===== src/rtl/rv32i_types.sv =====
// Shared RV32I types for the MEM stage: word type, load/store funct3 encodings,
// the memory-access FSM states and the access alignment rule.
package rv32i_types;

  typedef logic [31:0] rv32i_word;

  typedef enum logic [2:0] {
    LB  = 3'b000,
    LH  = 3'b001,
    LW  = 3'b010,
    LBU = 3'b100,
    LHU = 3'b101
  } load_funct3_t;

  typedef enum logic [2:0] {
    SB = 3'b000,
    SH = 3'b001,
    SW = 3'b010
  } store_funct3_t;

  typedef enum logic [1:0] {
    IDLE = 2'b00,
    BUSY = 2'b01,
    DONE = 2'b10
  } mem_acc_state_t;

  // Bytes never fault; halves need an even offset; words (and unknown widths) need offset 0.
  function automatic logic is_misaligned(input logic [2:0] funct3, input logic [1:0] bit_shift);
    logic m;
    case (funct3[1:0])
      2'b00:   m = 1'b0;
      2'b01:   m = bit_shift[0];
      default: m = (bit_shift != 2'b00);
    endcase
    return m;
  endfunction

endpackage


===== src/rtl/mem_access_unit_load_aligner.sv =====
// Selects the addressed byte/half/word of the read data and sign- or zero-extends it.
module load_aligner
  import rv32i_types::*;
(
  input  rv32i_word   rdata_i,
  input  logic [2:0]  funct3_i,
  input  logic [1:0]  bit_shift_i,
  output rv32i_word   load_data_o
);

  logic [7:0]  byte_s;
  logic [15:0] half_s;

  assign byte_s = rdata_i[{bit_shift_i, 3'b000} +: 8];
  assign half_s = rdata_i[{bit_shift_i[1], 4'b0000} +: 16];

  // Extension select; unknown encodings fall back to a full word.
  always_comb begin
    case (funct3_i)
      LB:      load_data_o = {{24{byte_s[7]}}, byte_s};
      LBU:     load_data_o = {24'h000000, byte_s};
      LH:      load_data_o = {{16{half_s[15]}}, half_s};
      LHU:     load_data_o = {16'h0000, half_s};
      LW:      load_data_o = rdata_i;
      default: load_data_o = rdata_i;
    endcase
  end

endmodule


===== src/rtl/mem_access_unit.sv =====
// MEM-stage data-memory initiator: issues one dmem request per load/store, stalls
// the pipeline until dmem_resp, and presents the extended load result to MEM/WB.
module mem_access_unit
  import rv32i_types::*;
#(
  parameter int STALL_CNT_W = 32
) (
  input  logic                   clk,
  input  logic                   rst,
  input  logic                   mem_read_in,
  input  logic                   mem_write_in,
  input  logic [2:0]             funct3_in,
  input  logic [31:0]            addr_in,
  input  logic [1:0]             bit_shift_in,
  input  logic [3:0]             byte_en_in,
  input  logic [31:0]            wdata_in,
  input  logic                   advance,
  output logic                   dmem_read,
  output logic                   dmem_write,
  output logic [31:0]            dmem_address,
  output logic [31:0]            dmem_wdata,
  output logic [3:0]             dmem_byte_enable,
  input  logic [31:0]            dmem_rdata,
  input  logic                   dmem_resp,
  output logic                   stall,
  output logic [31:0]            load_data,
  output logic                   misaligned,
  output logic [STALL_CNT_W-1:0] stall_cycles
);

  mem_acc_state_t         state_q, state_d;
  logic                   read_q, read_d, write_q, write_d;
  rv32i_word              addr_q, addr_d, wdata_q, wdata_d, load_q, load_d;
  logic [3:0]             be_q, be_d;
  logic [2:0]             funct3_q, funct3_d;
  logic [1:0]             bs_q, bs_d;
  logic                   misal_q, misal_d;
  logic [STALL_CNT_W-1:0] stall_cnt_q, stall_cnt_d;
  logic                   op_s, misal_s;
  rv32i_word              aligned_s;

  assign op_s    = mem_read_in | mem_write_in;
  assign misal_s = is_misaligned(funct3_in, bit_shift_in);
  assign stall   = op_s && (state_q != DONE);

  load_aligner u_load_aligner (
    .rdata_i     (dmem_rdata),
    .funct3_i    (funct3_q),
    .bit_shift_i (bs_q),
    .load_data_o (aligned_s)
  );

  // Next-state and request-field logic; a load takes priority when both op bits are set.
  always_comb begin
    state_d  = state_q;
    read_d   = read_q;
    write_d  = write_q;
    addr_d   = addr_q;
    wdata_d  = wdata_q;
    be_d     = be_q;
    funct3_d = funct3_q;
    bs_d     = bs_q;
    load_d   = load_q;
    misal_d  = misal_q;
    case (state_q)
      IDLE: begin
        if (op_s && !misal_s) begin
          state_d  = BUSY;
          read_d   = mem_read_in;
          write_d  = !mem_read_in;
          addr_d   = addr_in;
          funct3_d = funct3_in;
          bs_d     = bit_shift_in;
          if (mem_read_in) begin
            wdata_d = 32'h0000_0000;
            be_d    = 4'b0000;
          end else begin
            wdata_d = wdata_in << {bit_shift_in, 3'b000};
            be_d    = byte_en_in;
          end
        end else if (op_s) begin
          state_d = DONE;
          misal_d = 1'b1;
          load_d  = 32'h0000_0000;
        end else begin
          state_d = IDLE;
        end
      end
      BUSY: begin
        if (dmem_resp) begin
          state_d = DONE;
          read_d  = 1'b0;
          write_d = 1'b0;
          if (read_q) begin
            load_d = aligned_s;
          end else begin
            load_d = load_q;
          end
        end else begin
          state_d = BUSY;
        end
      end
      DONE: begin
        if (advance) begin
          state_d = IDLE;
          misal_d = 1'b0;
        end else begin
          state_d = DONE;
        end
      end
      default: state_d = IDLE;
    endcase
  end

  // Saturating stall-cycle counter.
  always_comb begin
    if (stall && (stall_cnt_q != {STALL_CNT_W{1'b1}})) begin
      stall_cnt_d = stall_cnt_q + {{(STALL_CNT_W-1){1'b0}}, 1'b1};
    end else begin
      stall_cnt_d = stall_cnt_q;
    end
  end

  // State, request, result and counter registers.
  always_ff @(posedge clk or posedge rst) begin
    if (rst) begin
      state_q     <= IDLE;
      read_q      <= 1'b0;
      write_q     <= 1'b0;
      addr_q      <= 32'h0000_0000;
      wdata_q     <= 32'h0000_0000;
      be_q        <= 4'b0000;
      funct3_q    <= 3'b000;
      bs_q        <= 2'b00;
      load_q      <= 32'h0000_0000;
      misal_q     <= 1'b0;
      stall_cnt_q <= {STALL_CNT_W{1'b0}};
    end else begin
      state_q     <= state_d;
      read_q      <= read_d;
      write_q     <= write_d;
      addr_q      <= addr_d;
      wdata_q     <= wdata_d;
      be_q        <= be_d;
      funct3_q    <= funct3_d;
      bs_q        <= bs_d;
      load_q      <= load_d;
      misal_q     <= misal_d;
      stall_cnt_q <= stall_cnt_d;
    end
  end

  assign dmem_read        = read_q;
  assign dmem_write       = write_q;
  assign dmem_address     = addr_q;
  assign dmem_wdata       = wdata_q;
  assign dmem_byte_enable = be_q;
  assign load_data        = load_q;
  assign misaligned       = misal_q;
  assign stall_cycles     = stall_cnt_q;

endmodule

===== config.mk =====
export PLATFORM = sky130hd
export DESIGN_NAME = mem_access_unit
export DESIGN_NICKNAME = d
export VERILOG_FILES = /design/src/rtl/rv32i_types.sv /design/src/rtl/mem_access_unit_load_aligner.sv /design/src/rtl/mem_access_unit.sv
export SDC_FILE = /design/constraint.sdc
export NUM_CORES = 1
export LEC_CHECK = 0
export CAP_MARGIN = 20
export CORE_ASPECT_RATIO = 1.75
export CORE_MARGIN = 1.5
export CORE_UTILIZATION = 45
export CTS_CLUSTER_SIZE = 12
export DETAILED_ROUTE_END_ITERATION = 10
export GPL_TIMING_DRIVEN = 0
export PLACE_DENSITY = 0.89
export SLEW_MARGIN = 20
export SYNTH_ARGS = -nofsm -noshare
export SYNTH_HDL_FRONTEND = slang
export SYNTH_SLANG_ARGS = --single-unit
export TNS_END_PERCENT = 10

===== constraint.sdc =====
create_clock -name clk -period 6.5 [get_ports clk]
set_clock_uncertainty 0.2 [all_clocks]
set_input_delay 1.95 -clock clk [delete_from_list [all_inputs] [get_ports clk]]
set_output_delay 1.95 -clock clk [all_outputs]
set_load 0.02 [all_outputs]

# Word-level counts from Yosys, hierarchy flattened
# Index checks and enable logic that the tools add are counted.
# op_classes
reduce_logical	15
n_bitwise	1
n_shift	3
mux	23
eq_ne	14
add_sub_neg	1
# ops
operator	count
$mux 32	5
$pmux 32 s4	1
$pmux 32 s2	1
$add 32x1->32 const B	1
$ne 32x32->1 const B	1
$shiftx 32x6->16	1
$shiftx 32x6->8	1
$shl 32x5->32	1
$ne 2x2->1 const B	7
$mux 2	4
$pmux 1 s2	4
$eq 3x3->1 const B	2
$mux 1	6
$pmux 2 s3	1
$reduce_bool 2->1	3
$reduce_and 5->1	1
$eq 2x1->1 const B	2
$logic_not 2->1	2
$mux 4	1
$reduce_and 4->1	1
$eq 3x1->1 const B	1
$logic_and 1x1->1	3
$logic_not 3->1	1
$reduce_and 3->1	1
other kinds (4)	5
# totals
wordCells	68
register_bits	142
out_inout_bits	136
inputBits	111

# Longest topological paths before layout
# depth
word_depth	6
mapped_depth	9
depth_no_buf	6

# Modules after synthesis
# Synthesis repeated with hierarchy kept, for this count alone.
# unflattened
cells_unflattened	711
area_unflattened_um2	6832.8
# by_module_without_submodules
mod	area_per_inst_um2	n_inst	seq_area_each_um2	cells_per_inst
mem_access_unit	6204.7	1	3553.4	602
load_aligner	628.1	1	0.0	109

# Worst setup path before layout
# OpenSTA, ideal clock, no wires.
# synth_path
path_type	input-to-output
startpoint	in mem_read_in
endpoint	out stall
t_arrival_ns	2.442
n_path_buf	0
path_stages	2
path_slack_ns	1.908
required_ns	4.350
path_cell_list	o21ai_2 -> inv_1
# synth_via
elab_chain_cells	2
# synth_lines
element	line	rtl
from (decl)	mem_access_unit.sv:10	input logic mem_read_in,
$or 1x1->1	mem_access_unit.sv:42	assign op_s = mem_read_in | mem_write_in;
$logic_and 1x1->1	mem_access_unit.sv:44	assign stall = op_s && (state_q != DONE);
to (decl)	mem_access_unit.sv:25	output logic stall,
# No other way between the ends.

# Worst setup path after layout
# Same ends and word-level chain as after synthesis.

==> metrics.yaml <==
logic_synthesis:
  synth_seq_area_share: 0.5235
  synth_seq_cells: 142
  mappedNetlistArea_um2: 6788
  post_synth_fa_ha_maj_area_fraction: 0.001843
  avgSynthCellArea_um2: 9.938
  yosys.area_share.simple: 0.2085
  synth_top_family_by_area: "simple AND/OR/NAND/NOR gates"
  gate_count_post_synth: 683
  synthesis.yosys.warnings: 0
  synth_cell_type_count: 51
  synth_compound_gate_area_share: 0.1375
  xor_and_xnor_area_share_after_synthesis: 0.03613
  post_synth_mux_area_share: 0.05825
  syn-num-nets: 795
floorplan:
  fp.dieW_um: 95.84
  rows: 59
  die_height_um: 165.5
  core_footprint_um2: 14840
  die-area_um2: 15860
  boundaryPins: 247
  floorplan.initialDensity: 0.4575
place:
  placement.setup.worst_slack_ps: 583.8
  dpl.cell_count: 1112
  finalWeightedCongestion: 0.8947
  portBuffers: 245
  placed_area_um2: 9504
  dpl.hpwl_um: 16360
final_layout:
  leading_cell_types_in_the_layout_fill_and_taps_excluded: "clkdlybuf4s50_1 (245), nand2_1 (191), dfrtp_1 (142)"
  postLayoutCellArea_um2: 10080
  fill_cells: 1145
  layout_commonest_cell: "clkdlybuf4s50_1"
  finalNetCount: 1060
  drive_gt1_frac: 0.07917
  fin_cells: 1144
  synthToLayoutAreaGrowth_pct: 48.44
pwr:
  power.share.switching: 0.3913
  cellPowerDensity_nw_per_um2: 414.5
  cell_internal_pwr_mw: 2.542
  sequential_share_of_power: 0.330
  leakagePower_nw: 4.497
  clkPwrFrac: 0.227
  share_comb_of_total_power: 0.443
  report.power.total_mw: 4.177
  vdd_ir_drop_max_mv: 0.2468
  power.net_switching_mw: 1.635
global_route:
  maximum_number_of_pins_on_one_net_before_global_route_repair: 75
  vias_in_the_first_global_route: 6649
  globalRoute.totalOverflow: 0
  grt_first_pass_wirelength_um: 33920
  grt_antenna_before_repair: 1
  grt_use_total: 0.2860
clock_network:
  cts.sinks: 142
  ctsRootBufferMaster: "clkbuf_16"
  cts_tree: "done"
  hold_buffer_count_at_cts: 0
  cts.repair_timing.setup_buffer_count: 0
  htree_levels: 4
  cts_max_path_buffers: 2
  post_cts_resized: 0
  cts.reportedPaths.clkPinSlew_ps: 60
  numCtsBuffers: 17
  clk-insertion-delay-late_ps: 420
critical_path:
  crit_top_cell: "clkdlybuf4s50_1"
  crit_type: "in2out"
  critical_path_arrival_ps: 3770
  slowest_stage: "clkdlybuf4s50_1"
  critical_path.cell_chain: "clkdlybuf4s50_1 > o21ai_2 > inv_1 > clkdlybuf4s50_1"
  timing.critical_path.slowest_cell_delay_ps: 600
  crit_path_capture_type: "primary output"
  critical_path_peak_fanout: 7
  critPathRequiredTime_ps: 4350
  cp-start-kind: "input port"
timing:
  fin_crit_sh: 0.9103
  max-slew-margin-rel: 0.5740
  final_period_minus_worst_setup_slack_ps: 5917
  hold_violations: 0
  timing.final.max_slew_violations: 0
  rsz0062_at_grt: "no"
  max_freq_mhz: 169.0
  setup_violations: 0
  timing.hold.ws_ps: 272.1
  worst_slack_ps: 583.1
  max_slew.worst_pin.slew_ps: 636.7
outcome:
  status: "complete, no violations"
route:
  drt-initial-drc-count: 351
  routedWlPerCell_um: 19.18
  drt-pass1-iter-count: 5
  detail_route.drc_violations: 0
  detail_route.wirelength_um: 21950
  antenna_violating_nets_post_route: 0
  via_count: 6457
  drt-vias-per-instance: 5.644
worst_hold_path:
  min_path_type: "reg2reg"
job:
  max_cap_violations: 0
-- critical path, delay by kind of cell --
kind                   cells  cell delay, ps
AO/OA/AOI/OAI              1             450
buffers and inverters      3            1370
-- worst paths after layout --
kind	depth (start not counted)	to	slack [ps]	startpoint
min in group asynchronous	2	load_data[27]	1750	rst
hold reg to reg	2	dmem_wdata[4]	270	dmem_wdata[4]
setup / recovery	4	stall	580	mem_read_in
max in group asynchronous	3	dmem_byte_enable[0]	3610	rst
setup reg to reg	5	load_data[25]	4190	state_q[1]
hold / removal	2	dmem_wdata[4]	270	dmem_wdata[4]
-- stage by stage --
step,util,TNS (ps)
3_3_place_gp,0.6382,-188630
2_1_floorplan,-,0
5_1_grt,0.6791,0
4_1_cts,0.6789,0
3_5_place_dp,0.6405,0
6_report,0.6791,0
-- power groups by stage --
stage | registers, mW | logic, mW | clock network (mW)
after global routing | 1.42 | 1.99 | 1.00
after global placement | 1.37 | 1.80 | 0
after CTS | 1.38 | 1.85 | 0.961
after floorplan | 1.70 | 0.638 | 0
after detailed placement | 1.39 | 1.84 | 0
final | 1.38 | 1.85 | 0.949
-- state kept, by name (all words and copies together), names as in the netlist --
signal and flops:
bs_q 2, dmem_address 32, dmem_byte_enable 4, dmem_read 1
dmem_wdata 32, dmem_write 1, funct3_q 3, load_data 32
misaligned 1, stall_cycles 32, state_q 2
-- area by class of cell --
| class | instances | area, um^2 | area share |
|---|---|---|---|
| Antenna cell | 1 | 2.502 | 0.0002484 |
| Buffer | 46 | 202.7 | 0.02012 |
| Clock buffer | 18 | 439.2 | 0.04359 |
| Clock inverter | 13 | 130.1 | 0.01291 |
| Inverter | 8 | 37.54 | 0.003725 |
| Multi-Input combinational cell | 487 | 3002 | 0.2979 |
| Sequential cell | 142 | 3553 | 0.3527 |
| Tap cell | 183 | 229.0 | 0.02272 |
| Timing Repair Buffer | 246 | 2480 | 0.2461 |
-- cell families after synthesis --
group                    after synthesis
AND/OR/NAND/NOR                      301
flip-flops                           142
AO/OA/AOI/OAI                        124
buffers and inverters                 54
multiplexers                          33
XOR/XNOR                              28
adder cells (fa/ha/maj)                1
-- cells in the mapped netlist, drive strengths merged --
master,count,share of area
nor3,4,0.0029
a22o,6,0.0077
clkinv,1,0.00055
o21ai,31,0.023
or3,1,0.00092
and2b,1,0.0011
mux2,12,0.020
xnor2,21,0.027
buf,19,0.015
nand3,23,0.017
nand2,191,0.11
o41ai,1,0.0013
clkbuf,27,0.015
a211oi,4,0.0063
or2,3,0.0028
xor2,7,0.0090
mux2i,17,0.025
inv,7,0.0039
nor4b,1,0.0035
nor4,1,0.0031
o31ai,17,0.019
a31oi,3,0.0037
and2,9,0.0083
a41oi,1,0.0013
a21oi,11,0.0081
nand2b,9,0.0083
and3,10,0.0092
a221o,16,0.024
nor2b,4,0.0037
a2111oi,4,0.0079
and4,10,0.013
ha,1,0.0018
o211ai,9,0.010
a21o,3,0.0033
nand3b,5,0.0055
a221oi,9,0.012
nor2,17,0.0094
mux4,4,0.013
nand4,12,0.014
dfrtp,142,0.52
a32o,4,0.0059
o22ai,5,0.0046
-- metal layers --
layer | part of all wire | vias to the layer above | wire length, um | track usage
li1 | - | 2938 | - | -
met1 | 0.36 | 3108 | 7977 | 0.3149
met2 | 0.51 | 319 | 11240 | 0.4805
met3 | 0.063 | 92 | 1384 | 0.06685
met4 | 0.061 | 0 | 1345 | 0.1905
met5 | 0 | - | 0 | 0
(Power assumes the default switching activity.)
